### config.mk
export PLATFORM = sky130hd
export DESIGN_NAME = nibble_add_sched
export DESIGN_NICKNAME = d
export VERILOG_FILES = /design/src/rtl/nibble_add_sched_pkg.sv /design/src/rtl/mux_adder_4bits.sv /design/src/rtl/nibble_add_sched.sv
export SDC_FILE = /design/constraint.sdc
export NUM_CORES = 1
export LEC_CHECK = 0
export CAP_MARGIN = 20
export CORE_MARGIN = 8
export CORE_UTILIZATION = 40
export CTS_BUF_LIST = sky130_fd_sc_hd__clkbuf_8 sky130_fd_sc_hd__clkbuf_16
export CTS_CLUSTER_DIAMETER = 40
export CTS_CLUSTER_SIZE = 20
export DETAILED_ROUTE_END_ITERATION = 16
export PLACE_DENSITY = 0.73
export RECOVER_POWER = 50
export SLEW_MARGIN = 10
export SYNTH_ARGS = -nofsm -noshare
export SYNTH_HDL_FRONTEND = slang
export SYNTH_SLANG_ARGS = --single-unit
export TNS_END_PERCENT = 10
### constraint.sdc
create_clock -name clk -period 3.2 [get_ports clk]
set_input_delay 0.32 -clock clk [delete_from_list [all_inputs] [get_ports clk]]
set_output_delay 0.32 -clock clk [all_outputs]
set_load 0.1 [all_outputs]
### src/rtl/nibble_add_sched_pkg.sv
// Shared constants, state encoding and the overflow helper for nibble_add_sched.
package nibble_add_sched_pkg;

  localparam int NIB_W = 4;

  typedef enum logic [1:0] {
    IDLE = 2'd0,
    RUN  = 2'd1,
    DONE = 2'd2
  } state_e;

  localparam logic REQ0 = 1'b0;
  localparam logic REQ1 = 1'b1;

  // Signed overflow of the top nibble: carry into its MSB differs from carry out.
  function automatic logic ovf_of(input logic a_msb, input logic b_msb,
                                  input logic s_msb, input logic co);
    return (a_msb ^ b_msb ^ s_msb) ^ co;
  endfunction

endpackage

### src/rtl/mux_adder_4bits.sv
// 4-bit carry-select adder slice: both carry cases are precomputed, carry-in picks one.
module mux_adder_4bits
  import nibble_add_sched_pkg::*;
(
  input  logic [NIB_W-1:0] a,
  input  logic [NIB_W-1:0] b,
  input  logic             ci,
  output logic [NIB_W-1:0] sum,
  output logic             co
);

  logic [NIB_W:0] sum0_s;
  logic [NIB_W:0] sum1_s;

  assign sum0_s = {1'b0, a} + {1'b0, b};
  assign sum1_s = {1'b0, a} + {1'b0, b} + 5'd1;

  // Carry-in selects between the two precomputed results.
  always_comb begin
    if (ci) begin
      sum = sum1_s[NIB_W-1:0];
      co  = sum1_s[NIB_W];
    end else begin
      sum = sum0_s[NIB_W-1:0];
      co  = sum0_s[NIB_W];
    end
  end

endmodule

### src/rtl/nibble_add_sched.sv
// Round-robin scheduler sharing one 4-bit adder slice; sums serially, LS nibble first.
// Optional signed-overflow output enabled by defining NIBBLE_ADD_SCHED_OVF_EN.
module nibble_add_sched
  import nibble_add_sched_pkg::*;
#(
  parameter int WIDTH = 32
) (
  input  logic             clk,
  input  logic             rst_n,
  input  logic             req0_valid,
  output logic             req0_ready,
  input  logic [WIDTH-1:0] req0_a,
  input  logic [WIDTH-1:0] req0_b,
  input  logic             req0_ci,
  input  logic             req1_valid,
  output logic             req1_ready,
  input  logic [WIDTH-1:0] req1_a,
  input  logic [WIDTH-1:0] req1_b,
  input  logic             req1_ci,
  output logic             rsp_valid,
  input  logic             rsp_ready,
  output logic [WIDTH-1:0] rsp_sum,
  output logic             rsp_co,
  output logic             rsp_id
`ifdef NIBBLE_ADD_SCHED_OVF_EN
  ,
  output logic             rsp_ovf
`endif
);

  localparam int NIB = WIDTH / NIB_W;
  localparam int CNT_W = $clog2(NIB);
  localparam logic [CNT_W-1:0] CNT_LAST = CNT_W'(NIB - 1);

  state_e             state_r;
  logic               rr_last_r;
  logic [WIDTH-1:0]   a_r;
  logic [WIDTH-1:0]   b_r;
  logic [WIDTH-1:0]   sum_r;
  logic               carry_r;
  logic [CNT_W-1:0]   cnt_r;
  logic               id_r;
  logic               rsp_valid_r;
  logic               co_r;
  logic               ovf_r;

  logic               grant_s;
  logic               grant_vld_s;
  logic               accept_s;
  logic [WIDTH-1:0]   op_a_s;
  logic [WIDTH-1:0]   op_b_s;
  logic               op_ci_s;
  logic [CNT_W+1:0]   nib_lo_s;
  logic [NIB_W-1:0]   slice_a_s;
  logic [NIB_W-1:0]   slice_b_s;
  logic [NIB_W-1:0]   nib_sum_s;
  logic               nib_co_s;

  // Round-robin arbitration: on contention the requester not granted last wins.
  always_comb begin
    grant_s     = REQ0;
    grant_vld_s = 1'b0;
    if (req0_valid && req1_valid) begin
      grant_s     = ~rr_last_r;
      grant_vld_s = 1'b1;
    end else if (req0_valid) begin
      grant_s     = REQ0;
      grant_vld_s = 1'b1;
    end else if (req1_valid) begin
      grant_s     = REQ1;
      grant_vld_s = 1'b1;
    end else begin
      grant_s     = REQ0;
      grant_vld_s = 1'b0;
    end
  end

  assign accept_s = grant_vld_s && (state_r == IDLE);

  // Ready is only offered in IDLE, and is held low while reset is applied.
  always_comb begin
    req0_ready = 1'b0;
    req1_ready = 1'b0;
    if (rst_n && accept_s) begin
      req0_ready = (grant_s == REQ0);
      req1_ready = (grant_s == REQ1);
    end else begin
      req0_ready = 1'b0;
      req1_ready = 1'b0;
    end
  end

  // Operand mux feeding the capture registers.
  always_comb begin
    op_a_s  = req0_a;
    op_b_s  = req0_b;
    op_ci_s = req0_ci;
    if (grant_s == REQ1) begin
      op_a_s  = req1_a;
      op_b_s  = req1_b;
      op_ci_s = req1_ci;
    end else begin
      op_a_s  = req0_a;
      op_b_s  = req0_b;
      op_ci_s = req0_ci;
    end
  end

  assign nib_lo_s  = {cnt_r, 2'b00};
  assign slice_a_s = a_r[nib_lo_s +: NIB_W];
  assign slice_b_s = b_r[nib_lo_s +: NIB_W];

  mux_adder_4bits u_slice (
    .a   (slice_a_s),
    .b   (slice_b_s),
    .ci  (carry_r),
    .sum (nib_sum_s),
    .co  (nib_co_s)
  );

  // Sequencer: capture on handshake, one nibble per RUN cycle, hold result in DONE.
  always_ff @(posedge clk or negedge rst_n) begin
    if (!rst_n) begin
      state_r     <= IDLE;
      rr_last_r   <= REQ1;
      a_r         <= '0;
      b_r         <= '0;
      sum_r       <= '0;
      carry_r     <= 1'b0;
      cnt_r       <= '0;
      id_r        <= REQ0;
      rsp_valid_r <= 1'b0;
      co_r        <= 1'b0;
      ovf_r       <= 1'b0;
    end else begin
      case (state_r)
        IDLE: begin
          if (accept_s) begin
            a_r       <= op_a_s;
            b_r       <= op_b_s;
            carry_r   <= op_ci_s;
            cnt_r     <= '0;
            id_r      <= grant_s;
            rr_last_r <= grant_s;
            state_r   <= RUN;
          end else begin
            state_r   <= IDLE;
          end
        end
        RUN: begin
          sum_r[nib_lo_s +: NIB_W] <= nib_sum_s;
          carry_r <= nib_co_s;
          cnt_r   <= cnt_r + CNT_W'(1);
          if (cnt_r == CNT_LAST) begin
            co_r        <= nib_co_s;
            ovf_r       <= ovf_of(slice_a_s[NIB_W-1], slice_b_s[NIB_W-1],
                                  nib_sum_s[NIB_W-1], nib_co_s);
            rsp_valid_r <= 1'b1;
            state_r     <= DONE;
          end else begin
            state_r     <= RUN;
          end
        end
        DONE: begin
          if (rsp_ready) begin
            rsp_valid_r <= 1'b0;
            state_r     <= IDLE;
          end else begin
            state_r     <= DONE;
          end
        end
        default: begin
          rsp_valid_r <= 1'b0;
          state_r     <= IDLE;
        end
      endcase
    end
  end

  assign rsp_valid = rsp_valid_r;
  assign rsp_sum   = sum_r;
  assign rsp_co    = co_r;
  assign rsp_id    = id_r;

`ifdef NIBBLE_ADD_SCHED_OVF_EN
  assign rsp_ovf = ovf_r;
`else
  logic unused_ovf_s;
  assign unused_ovf_s = ovf_r;
`endif

endmodule

# After elaboration in Yosys (flattened, before gate mapping)
# Cells that the tools add are included.
classes:
  n_mux: 24
  order_cmp: 0
  bitwise_logic: 3
  n_addsub: 4
  reduce_logical: 9
  div: 0
  eq_ne: 6
  multipliers: 0
  shift: 4
ops:
  columns: ["cell", "n"]
  rows:
  - ["$mux 32", 2]
  - ["$shiftx 32x6->4", 2]
  - ["$bwmux 32", 1]
  - ["$shift 4x7->32 const A", 1]
  - ["$shiftx 4x7->32", 1]
  - ["$mux 1", 13]
  - ["$neg 5->7", 1]
  - ["$ne 2x2->1 const B", 3]
  - ["$pmux 2 s3", 1]
  - ["$pmux 3 s2", 1]
  - ["$reduce_and 2->1", 3]
  - ["$add 4x4->5", 1]
  - ["$add 5x1->5 const B", 1]
  - ["$mux 2", 2]
  - ["$mux 4", 1]
  - ["$add 3x1->3 const B", 1]
  - ["$eq 3x3->1 const B", 1]
  - ["$logic_and 1x1->1", 3]
  - ["$mux 3", 1]
  - ["$not 1->1", 3]
  - ["$pmux 1 s3", 1]
  - ["$reduce_and 3->1", 1]
  - ["$eq 2x1->1 const B", 1]
  - ["$eq 2x2->1 const B", 1]
  - ["3 further kinds", 3]
totals:
  mem_count: 0
  romBits: 0
  out_inout_bits: 37
  in_bits: 135
  ramBits: 0
  wordCells: 60
  register_bits: 106
  latchBits: 0

# Logic depth before layout (Yosys ltp)
depth:
  ltp_word: 6
  depth_mapped: 15

# Cells and area by module
# A second synthesis with hierarchy kept.
hier_totals:
  hier_cells: 431
  hier_area_um2: 5909.4
modules_own_cells:
  columns: ["mod", "area_per_inst_um2", "instances", "cells_each", "seq_area_each_um2"]
  rows:
  - ["nibble_add_sched", 5671.7, 1, 405, 2653.8]
  - ["mux_adder_4bits", 237.7, 1, 26, 0.0]

# Worst setup path after synthesis
# Ideal clock, no wire load.
synth_timing:
  path_type: "register -> output"
  startpoint: "reg state_r[1]"
  endpoint: "out req0_ready"
  required_ns: 2.880
  n_path_buf: 2
  stages_incl_launch_ff: 6
  t_arrival_ns: 3.309
  setup_slack_ns: -0.429
  cell_sequence: "dfrtp_1 > nor2_2 > o21ai_1 > clkbuf_1 > buf_2 > nor3b_1"
synth_between:
  elab_chain_len: 4
synth_rtl:
  columns: ["item", "line_no", "text"]
  rows:
  - ["from (decl)", "nibble_add_sched.sv:35", "state_e state_r;"]
  - ["from (signal assigned)", "nibble_add_sched.sv:124", "state_r <= IDLE;"]
  - ["from (signal assigned)", "nibble_add_sched.sv:145", "state_r <= RUN;"]
  - ["from (signal assigned)", "nibble_add_sched.sv:147", "state_r <= IDLE;"]
  - ["$logic_not 2->1", "nibble_add_sched.sv:78", "assign accept_s = grant_vld_s && (state_r == IDLE);"]
  - ["$logic_and 1x1->1", "nibble_add_sched.sv:78", null]
  - ["$logic_and 1x1->1", "nibble_add_sched.sv:84", "if (rst_n && accept_s) begin"]
  - ["$mux 1", "nibble_add_sched.sv:84", null]
  - ["to (decl)", "nibble_add_sched.sv:11", "output logic req0_ready,"]
# Every way passes these cells.

# Final worst setup path
layout_timing:
  startpoint: "reg cnt_r[0]"
  endpoint: "reg sum_r[22], in the netlist rsp_sum[22]"
layout_between:
  elab_chain_len: 6
  word_cells_on_any_way: 9
  cone_classes: "add/sub: 3; shift: 4; mux: 2"
layout_rtl:
  columns: ["item", "line_no", "text"]
  rows:
  - ["from (decl)", "nibble_add_sched.sv:41", "logic [CNT_W-1:0] cnt_r;"]
  - ["from (signal assigned)", "nibble_add_sched.sv:153", "cnt_r <= cnt_r + CNT_W'(1);"]
  - ["$shiftx 32x6->4 (on tied branches)", "nibble_add_sched.sv:110, nibble_add_sched.sv:111", null]
  - ["$add 4x4->5", "mux_adder_4bits.sv:15, mux_adder_4bits.sv:16", null]
  - ["$add 5x1->5", "mux_adder_4bits.sv:16", "assign sum1_s = {1'b0, a} + {1'b0, b} + 5'd1;"]
  - ["$mux 4", "mux_adder_4bits.sv:20", "if (ci) begin"]
  - ["$shiftx 4x7->32", "nibble_add_sched.sv:151", "sum_r[nib_lo_s +: NIB_W] <= nib_sum_s;"]
  - ["$bwmux 32 *", "nibble_add_sched.sv:151", null]
  - ["to (signal, indexed assignment)", "nibble_add_sched.sv:151", null]
  - ["to (decl)", "nibble_add_sched.sv:39", "logic [WIDTH-1:0] sum_r;"]
# Every way passes the cells marked *; elsewhere a longest branch is shown, timed or not.
# A chain may end at the register's enable or synchronous reset.

==> impl_results.md <==
- Setup Viol. Count Final: 0
- Post-Place Worst Slack: -0.0556 ns
- Internal: 4.36 mW
- Syn Nets: 670
- Critical path arrival: 3.27 ns
- CP endpoint kind: register
- Number of fill cells: 1,228
- First-pass GRT wire length: 23,800 µm
- RR Startpoint: cnt_r[0]$_DFFE_PN0P_
- Hold Fails Final Rpt: 0
- Max Cap Viol: 0
- Post-synth EDFFs: 0
- Slew @ Worst Pin: 1.37 ns
- Hold crit path type: in -> async
- # hold bufs at CTS: 0
- Die ar.: 17,800 µm²
- CTS Sinks: 106
- Distinct cells, synth: 45
- Drt wl/cell: 16.6 µm
- FMAX: 328 MHz
- TritonCTS clock tree: built
- Total track usage: 16.4%
- Drt pass-1 iters: 4
- Residual DRC count: 0
- Cell count after synthesis: 522
- Port bufs: 171
- Synthesized area per cell: 10.5 µm²
- P&R area growth vs syn: 41.1%
- Vias in the first global route: 4,825
- Largest net degree at the start of global routing: 94
- Setup Buffers After CTS: 0
- R2R cell count: 12
- Clock root buffer: clkbuf_16
- Row count: 43
- Power per cell area: 1070 nW/µm²
- DRT Wirelength: 14,500 µm
- Synth Cell Area: 5500 µm²
- Clock Path Buffers: 2
- Final period util: 95.2%
- Vias per Instance: 5.08
- Die height: 133 µm
- CP startpoint kind: register
- DRT iter0 DRCs: 279
- Register area: 2660 µm²
- N_diodes: 0
- Layout cells sized above 1: 11.2%
- Reg2Reg Setup Slack: 0.15 ns
- Sw Share: 47.5%
- Worst path bufs/invs: 2
- Combinational share of power: 58.6%
- Sequential Power Share: 28.1%
- Die Wd: 133 µm
- Slew Limit Fails: 0
- Critical path type: reg -> reg
- RR Endpoint: rsp_sum[22]$_DFFE_PN0P_
- Max Fanout on Critical Path: 14
- Grt total ovfl: 0
- Yosys Warn Count: 0
- Post-synthesis register bit count: 106
- Max stage delay on crit path: 0.56 ns
- Worst-path clk slew: 0.07 ns
- Post-DP HPWL: 11,800 µm
- Switching power: 3.94 mW
- Peak VDD IR: 0.000641 V
- CTS buffer count: 9
- Antenna violations before repair: 0
- WP data required: 3.42 ns
- Ys async rst share: 100%
- Gp weighted congestion: 0.808
- CP dominant cell by count: nand2_1
- Via count: 4,449
- Register area share after synthesis: 48.3%
- Boundary pin count: 172
- Core Util, Final: 56.8%
- Crit-path slowest cell: dfrtp_4
- RSZ-0062 raised after global routing: true
- H-tree Lvls: 3
- Setup ws final: 0.153 ns
- Setup TNS: 0 ns
- Initial core utilization: 40.2%
- Fin crit period: 3.05 ns
- Clk pwr share: 13.3%
- Rel. slew slack: 8.95%
- Worst-Skew Late Latency: 0.34 ns
- Top delay family on crit path: multiplexers
- Status: complete, no violations
- Min Hold Slack: 0.286 ns
- # nets final: 838
- Core area: 13,700 µm²
- Synth Flop Type: dfrtp_1
- Post-route ant nets: 0
- Area taken by multi-input logic gates: 2680 µm²
- P_leak: 3.43 nW
- Worst path cell trace: mux4_2 -> nand2_1 -> nand2_1 -> ha_1 -> inv_1 -> fa_1 -> inv_1 -> ha_1 -> nand2_1 -> xor2_2 -> nor2_1 -> mux2_2
- Skew final: 0.00541 ns
## worst register-to-register path: stages (launching register included)
cell	delay, ns
dfrtp_4	0.56
mux4_2	0.53
nand2_1	0.08
nand2_1	0.07
ha_1	0.21
inv_1	0.07
fa_1	0.44
inv_1	0.08
ha_1	0.13
nand2_1	0.10
xor2_2	0.29
nor2_1	0.11
mux2_2	0.27
## Yosys cell counts (4+ instances only)
master	instances	area (µm²)
clkbuf_1	7	26.3
buf_6	5	56.3
nand2_1	131	492
and2_1	4	25.0
inv_1	7	26.3
ha_1	12	150
nor2_1	15	56.3
buf_2	16	80.1
mux2i_1	65	651
mux4_2	16	360
o21ai_0	74	370
mux2_2	12	135
a21oi_1	4	20.0
dfrtp_1	105	2630
o31ai_1	8	60.1
## layer usage
layer / vias up / wire (µm) / track usage (%)
met1: 2139 / 6060 / 19.5
met5: - / 0 / 0
met2: 150 / 7370 / 28.3
met3: 14 / 908 / 4.52
li1: 2146 / - / -
met4: 0 / 157 / 4.37
## per-stage QoR
stage / cells / power, mW / cell area (µm²)
after floorplan: 522 / 5.80 / 5500
after detailed placement: 859 / 7.17 / 7460
after global routing: 875 / 8.89 / 7760
after global placement: 859 / 7.00 / 7460
final: 875 / 8.30 / 7760
after CTS: 875 / 8.32 / 7770
## power by group through the flow
stage | registers, mW | logic, mW | clock network, mW
after floorplan | 3.19 | 2.61 | 0
final | 2.33 | 4.86 | 1.11
after CTS | 2.33 | 4.87 | 1.13
after global routing | 2.40 | 5.30 | 1.19
after detailed placement | 2.35 | 4.82 | 0
after global placement | 2.32 | 4.68 | 0
## worst max path at each step
stage | from | endpoint | slack, ns | depth (start not counted)
after CTS | cnt_r[0]$_DFFE_PN0P_ | rsp_sum[13]$_DFFE_PN0P_ | 0.007 | 11
final | cnt_r[0]$_DFFE_PN0P_ | rsp_sum[22]$_DFFE_PN0P_ | 0.15 | 12
after global routing | cnt_r[0]$_DFFE_PN0P_ | rsp_sum[22]$_DFFE_PN0P_ | -0.07 | 12
after detailed placement | cnt_r[0]$_DFFE_PN0P_ | rsp_sum[22]$_DFFE_PN0P_ | -0.06 | 12
after floorplan | cnt_r[0]$_DFFE_PN0P_ | rsp_sum[9]$_DFFE_PN0P_ | 0.19 | 13
after global placement | cnt_r[0]$_DFFE_PN0P_ | rsp_sum[10]$_DFFE_PN0P_ | 0.04 | 12
## cells in the final DEF, fill, tap and decap left out, types with 3 or more instances in the layout
master             n
mux2_2            12
nand3_1            3
buf_4             10
clkdlybuf4s50_1  167
nor2_1            16
nand2_2            3
nand2_1          131
o31ai_1            8
clkbuf_16          9
mux2i_1           65
inv_1              7
xnor2_1            3
o41ai_1            3
dfrtp_1          104
a21oi_1            3
and2_1             4
mux4_2            16
inv_6              3
o21ai_0           75
buf_12             5
ha_1              12
## cell type report
type | instances | share of cell area, %
Clock buffer | 9 | 2.90
Clock inverter | 7 | 0.983
Inverter | 8 | 0.387
Multi-Input combinational cell | 379 | 34.5
Sequential cell | 106 | 34.2
Tap cell | 180 | 2.90
Timing Repair Buffer | 186 | 24.1
## registers in the layout, summed over array words and instances (netlist names)
name,count
a_r,32
b_r,32
rsp_sum,32
cnt_r,3
state_r,2
carry_r,1
rr_last_r,1
rsp_co,1
rsp_id,1
rsp_valid,1
## logic make-up after synthesis
kind of cell | Yosys count | share of synthesized area [%]
and+or+nand+nor | 170 | 13.5
DFF | 106 | 48.3
AOI/OAI and AO/OA | 98 | 9.90
muxes | 93 | 20.8
buffers and inverters | 37 | 3.64
adders and majority gates | 13 | 3.09
xor gates and xnor gates | 5 | 0.797
## what timing repair did
| item | CTS | global route |
|---|---|---|
| pin swaps | 0 | 0 |
| gates resized for setup | 1 | 3 |
| cloned | 0 | 0 |
| endpoints found under the setup margin | 4 | 13 |
Power figures use the tool's default switching activity.
